[config.mk]
export PLATFORM = sky130hd
export DESIGN_NAME = accel_sample_buffer
export DESIGN_NICKNAME = d
export VERILOG_FILES = /design/src/rtl/accel_sample_buffer.sv
export SDC_FILE = /design/constraint.sdc
export NUM_CORES = 1
export LEC_CHECK = 0
export BUFFER_PORTS_ARGS = -buffer_cell sky130_fd_sc_hd__buf_2
export CAP_MARGIN = 20
export CORE_ASPECT_RATIO = 1.5
export CORE_MARGIN = 3
export CORE_UTILIZATION = 38
export CTS_CLUSTER_DIAMETER = 40
export DETAILED_ROUTE_END_ITERATION = 10
export GPL_TIMING_DRIVEN = 0
export HOLD_SLACK_MARGIN = 0.03
export PLACE_DENSITY = 0.56
export SKIP_CTS_REPAIR_TIMING = 1
export SLEW_MARGIN = 10
export SYNTH_ARGS = -nofsm -noshare
export SYNTH_HDL_FRONTEND = slang
export SYNTH_SLANG_ARGS = --single-unit
[constraint.sdc]
create_clock -name clk -period 7.7 [get_ports clk]
set_input_delay 1.155 -clock clk [delete_from_list [all_inputs] [get_ports clk]]
set_output_delay 1.155 -clock clk [all_outputs]
set_load 0.02 [all_outputs]
[src/rtl/accel_sample_buffer.sv]
// Block-averages signed Y/Z accelerometer samples and queues the averaged pairs
// in a FIFO that firmware drains over a 4-register memory-bus slave.
module accel_sample_buffer #(
    parameter int unsigned DEPTH    = 16,
    parameter int unsigned AVG_LOG2 = 2
) (
    input  logic        clk,
    input  logic        reset,
    input  logic        sample_valid,
    input  logic [7:0]  accel_y,
    input  logic [7:0]  accel_z,
    input  logic        bus_valid,
    input  logic        bus_write,
    input  logic [1:0]  bus_addr,
    input  logic [31:0] bus_wdata,
    output logic [31:0] bus_rdata,
    output logic        bus_ready,
    output logic        irq,
    output logic [31:0] display_word
);

    localparam int unsigned PW = $clog2(DEPTH);
    localparam int unsigned CW = PW + 1;
    localparam int unsigned AW = 8 + AVG_LOG2;
    localparam int unsigned SW = (AVG_LOG2 == 0) ? 1 : AVG_LOG2;
    localparam logic [SW-1:0] LAST_SAMPLE = SW'((1 << AVG_LOG2) - 1);
    localparam logic [CW-1:0] FULL_COUNT  = CW'(DEPTH);

    typedef enum logic [1:0] {
        REG_DATA   = 2'd0,
        REG_STATUS = 2'd1,
        REG_CTRL   = 2'd2,
        REG_LATEST = 2'd3
    } reg_sel_t;

    logic                 enable;
    logic [7:0]           threshold;
    logic                 overflow;
    logic                 armed;
    logic                 latest_valid;
    logic [7:0]           latest_y;
    logic [7:0]           latest_z;
    logic [PW-1:0]        wr_ptr;
    logic [PW-1:0]        rd_ptr;
    logic [CW-1:0]        count;
    logic signed [AW-1:0] acc_y;
    logic signed [AW-1:0] acc_z;
    logic [SW-1:0]        scnt;
    logic [7:0]           mem_y [DEPTH];
    logic [7:0]           mem_z [DEPTH];

    reg_sel_t             sel;
    logic                 accept;
    logic                 is_read;
    logic                 ctrl_wr;
    logic                 flush;
    logic                 empty;
    logic                 full;
    logic                 pop;
    logic                 sample_fire;
    logic                 block_done;
    logic                 push;
    logic                 push_ok;
    logic signed [AW-1:0] sum_y;
    logic signed [AW-1:0] sum_z;
    logic signed [AW-1:0] avg_y_full;
    logic signed [AW-1:0] avg_z_full;
    logic [7:0]           avg_y;
    logic [7:0]           avg_z;
    logic [8:0]           count9;
    logic [31:0]          head_word;
    logic [31:0]          rd_value;
    logic                 unused_bits;

    assign sel         = reg_sel_t'(bus_addr);
    // armed holds off a request that was already high when reset released
    assign accept      = bus_valid && !bus_ready && armed;
    assign is_read     = accept && !bus_write;
    assign ctrl_wr     = accept && bus_write && (sel == REG_CTRL);
    assign flush       = ctrl_wr && bus_wdata[1];
    assign empty       = (count == '0);
    assign full        = (count == FULL_COUNT);
    assign pop         = is_read && (sel == REG_DATA) && !empty;
    assign sample_fire = enable && sample_valid;
    assign block_done  = sample_fire && (scnt == LAST_SAMPLE);
    assign push        = block_done && !flush;
    assign push_ok     = push && (!full || pop);

    assign sum_y      = acc_y + AW'($signed(accel_y));
    assign sum_z      = acc_z + AW'($signed(accel_z));
    assign avg_y_full = sum_y >>> AVG_LOG2;
    assign avg_z_full = sum_z >>> AVG_LOG2;
    assign avg_y      = avg_y_full[7:0];
    assign avg_z      = avg_z_full[7:0];

    always_comb begin
        count9          = '0;
        count9[CW-1:0]  = count;
    end

    assign head_word = empty ? '0 : {1'b1, 15'd0, mem_y[rd_ptr], mem_z[rd_ptr]};

    always_comb begin
        rd_value = '0;
        case (sel)
            REG_DATA:   rd_value = head_word;
            REG_STATUS: rd_value = {13'd0, overflow, full, empty, 7'd0, count9};
            REG_CTRL:   rd_value = {16'd0, threshold, 7'd0, enable};
            REG_LATEST: rd_value = {latest_valid, 15'd0, latest_y, latest_z};
            default:    rd_value = '0;
        endcase
    end

    assign irq          = enable && (threshold != 8'd0) && (count9 >= {1'b0, threshold});
    assign display_word = {8'h00, latest_y, 8'h00, latest_z};
    assign unused_bits  = ^{bus_wdata[31:16], bus_wdata[7:3], avg_y_full, avg_z_full};

    always_ff @(posedge clk or posedge reset) begin
        if (reset) begin
            enable       <= 1'b0;
            threshold    <= '0;
            overflow     <= 1'b0;
            armed        <= 1'b0;
            latest_valid <= 1'b0;
            latest_y     <= '0;
            latest_z     <= '0;
            wr_ptr       <= '0;
            rd_ptr       <= '0;
            count        <= '0;
            acc_y        <= '0;
            acc_z        <= '0;
            scnt         <= '0;
            bus_ready    <= 1'b0;
            bus_rdata    <= '0;
        end else begin
            armed     <= armed | ~bus_valid;
            bus_ready <= accept;
            bus_rdata <= is_read ? rd_value : '0;

            if (ctrl_wr) begin
                enable    <= bus_wdata[0];
                threshold <= bus_wdata[15:8];
                if (bus_wdata[2]) overflow <= 1'b0;
            end
            // a dropped entry wins over a same-cycle overflow clear
            if (push && !push_ok) overflow <= 1'b1;

            if (flush || !enable) begin
                acc_y <= '0;
                acc_z <= '0;
                scnt  <= '0;
            end else if (sample_fire) begin
                if (block_done) begin
                    acc_y <= '0;
                    acc_z <= '0;
                    scnt  <= '0;
                end else begin
                    acc_y <= sum_y;
                    acc_z <= sum_z;
                    scnt  <= scnt + 1'b1;
                end
            end

            if (flush) begin
                latest_valid <= 1'b0;
            end else if (push) begin
                latest_valid <= 1'b1;
                latest_y     <= avg_y;
                latest_z     <= avg_z;
            end

            if (flush) begin
                wr_ptr <= '0;
                rd_ptr <= '0;
                count  <= '0;
            end else begin
                if (push_ok) wr_ptr <= wr_ptr + 1'b1;
                if (pop)     rd_ptr <= rd_ptr + 1'b1;
                if (push_ok && !pop)      count <= count + 1'b1;
                else if (!push_ok && pop) count <= count - 1'b1;
            end
        end
    end

    always_ff @(posedge clk) begin
        if (push_ok) begin
            mem_y[wr_ptr] <= avg_y;
            mem_z[wr_ptr] <= avg_z;
        end
    end

endmodule

==> out/metrics.cfg <==
[status]
outcome=completed

[critical_path]
crit_family=simple AND/OR/NAND/NOR gates
crit_path_cell_trace=buf_2 -> nand4bb_1 -> o311ai_1 -> nand2_1 -> nor3b_1 -> and2_1
crit_start=bus_write
max_stage_delay_ps=910
timing.rr.start=bus_ready$_DFF_PP0_
crit_path_end_kind=flop
r2r_cells=5
crit_type=input pin to flop
path_max_fanout=16
cp.required_ps=7830
cp_slowest_cell=and2_1
crit_buf_inv=1
crit_arrival_ps=3900
worstSetupStartpointType=input pin
crit_cells=6

[die]
num_io_pins=121
rows=86
fp.coreArea_sq_mm=0.03723
die_height_microns=245.1
initial_core_util_pct=38.89
die_x_microns=165.4
die-area_sq_mm=0.04053

[timing]
period_share_pct=49.05
hold_viol=0
fin_skew_ps=17.71
drv_slew=0
slew_headroom_pct=28.59
worst_slew_pin_slew_ps=1071
setup_violations=0
rsz0062_at_grt=no
max_freq_ghz=0.2647
period_needed_ps=3777
fin_ws_ps=3923
fin_setup_tns_ps=0

[synth]
async_flop_share_pct=24.71
synth_xor_area_share_pct=1.625
synth_top_family_by_area=multiplexers
yosys_register_bits=340
synth_top_area_cell=edfxtp_1
avgSynthCellArea_sq_um=17.01
synth_area_leaders=edfxtp_1, dfrtp_1, mux4_2, ha_1, nand2_1
synth_warnings=0
synth-compound-area-share_pct=4.736
synthAdderAreaFrac_pct=3.267
synth_cells=851
synth_area_sq_mm=0.01448
synth_edf_count=256
synthSimpleGateAreaFrac_pct=5.021
ys_seq_area_share_pct=67.61
synthMuxAreaShare_pct=14.41
yosys_most_used_dff=edfxtp_1
yosysTopAreaCellShare_pct=53.09
yosysUniqueCellTypes=54

[clocking]
numCtsBuffers=35
htree_levels=2
cts_tree=done
cts_root_buf=clkbuf_16
clockBufferDepth=3
cts.sinks=340
clk_latency_ps=520
clk_pin_slew_ps=60

[pwr]
ir_drop_v=0.0001605
cellLeakagePower_nw=6.547
p_per_area_mw_per_mm2=298.9

[global_routing]
grt_max_degree=51
grt.overflow.total=0
grt_pass1_wl_mm=52.54
grt_use_total_pct=17.72
antenna_found_initial=0
grt_pass1_vias=8326

[detailed_routing]
wl_per_cell_microns=22.94
drt_iter0_markers=651
vias=7994
drtAntennaViolNets=0
vias_per_cell=5.235
drc=0
drt-total-wl_mm=35.04
first_pass_iters=5

[finish]
final_core_util_pct=46.27
syn_to_final_growth_pct=18.97
final_design_area_no_fill_sq_mm=0.01723
mostFrequentLayoutCell=edfxtp_1
mostFrequentLayoutCells=edfxtp_1, buf_2, dfrtp_1, mux4_2, nand2_1
final_cells=1527
fin_nets=1111
fillers=3262
antennaDiodeCount=0
drive_gt1_share_pct=31.74

[placement]
place_ws_ps=3400
gp_congestion=0.8313
dpl.hpwl_mm=24.75
place_area_sq_mm=0.01608
numPortBuffers=71
dpl.cell_count=1467

[hold_path]
min_path_type=flop to flop
hp-start=overflow$_DFFE_PP0P_
hold_depth=2

[flow_run]
maxCapViolations=0

worst min-delay path, stage by stage, from the launching register on:
cell	delay, ps
dfrtp_1	340
nand2_1	50
o21ai_0	60
synthesized netlist by cell type (2+ instances only):
library cell	number
nor3b_1	3
ha_1	33
nand2_1	73
mux2i_1	15
a21o_1	9
nor2_1	26
o21a_1	2
o21ai_0	18
nor3_1	8
nand4_1	3
a32oi_1	2
o211ai_1	4
inv_1	19
buf_6	4
edfxtp_1	256
nand2b_1	4
dfrtp_1	84
a221o_1	3
clkbuf_1	15
and2_1	6
nand3_1	10
mux2_2	12
a21oi_1	15
xnor2_1	17
and3_1	8
buf_1	2
and3b_1	3
fa_1	3
o21ai_1	16
nor4_1	6
buf_2	16
a211oi_1	3
xor2_1	8
mux4_2	80
a22o_1	18
buf_4	29
path summary, 6_finish.rpt:
kind / to / slack (ps)
min in group asynchronous: threshold[6]$_DFFE_PP0N_ / 670
max in group asynchronous: acc_z[4]$_DFFE_PP0P_ / 6410
worst min register to register: overflow$_DFFE_PP0P_ / 490
worst max register to register: mem_z[11][6]$_DFFE_PP_ / 4250
worst max-delay path: mem_z[11][6]$_DFFE_PP_ / 3920
worst min-delay path: overflow$_DFFE_PP0P_ / 490
flip-flops by register name (all words and copies together), names as in the netlist:
name          count
acc_y            10
enable            1
scnt              2
threshold         8
latest_y          8
wr_ptr            4
bus_ready         1
mem_y           128
mem_z           128
latest_valid      1
acc_z            10
count             5
overflow          1
bus_rdata        20
armed             1
rd_ptr            4
latest_z          8
layer usage:
metal	vias to the layer above	share of wire (%)	routed length (microns)	global-route usage, %
met3	61	5.0	1758	2.752
met5	-	0	0	0
met2	227	54	19090	32.21
met1	4118	37	12970	21.09
met4	0	3.5	1219	6.242
li1	3588	-	-	-
where the power goes:
group / internal (W) / switching [W]
Sequential: 0.00224 / 0.0000663
Clock: 0.000982 / 0.000709
Combinational: 0.000459 / 0.000690
layout make-up:
cell class / count / area, sq um / area share [%]
flip-flops and latches: 340 / 9789 / 56.83
multi-input cells: 453 / 4481 / 26.01
clock buffers: 39 / 933.4 / 5.419
repair buffers: 105 / 726.9 / 4.220
well taps: 484 / 605.6 / 3.516
plain buffers: 66 / 406.6 / 2.361
clock inverters: 21 / 209.0 / 1.213
inverters: 19 / 73.82 / 0.4286
cell families (layout without fill, tap and decap cells):
group	after synthesis	count (layout)
DFF	340	340
other	1	28
AOI/OAI and AO/OA	101	101
muxes	107	107
buffers and inverters	85	250
adders and majority gates	36	36
xor gates and xnor gates	26	26
and+or+nand+nor	155	155
stage by stage:
step	hold WS, ps	total power [W]
after floorplan	440.3	0.003041
after global placement	465.1	0.003406
after detailed placement	483.5	0.003512
after CTS	495.2	0.005209
after global routing	538.3	0.005366
final	488.5	0.005148
No activity file was read; power rests on OpenSTA's default activity.
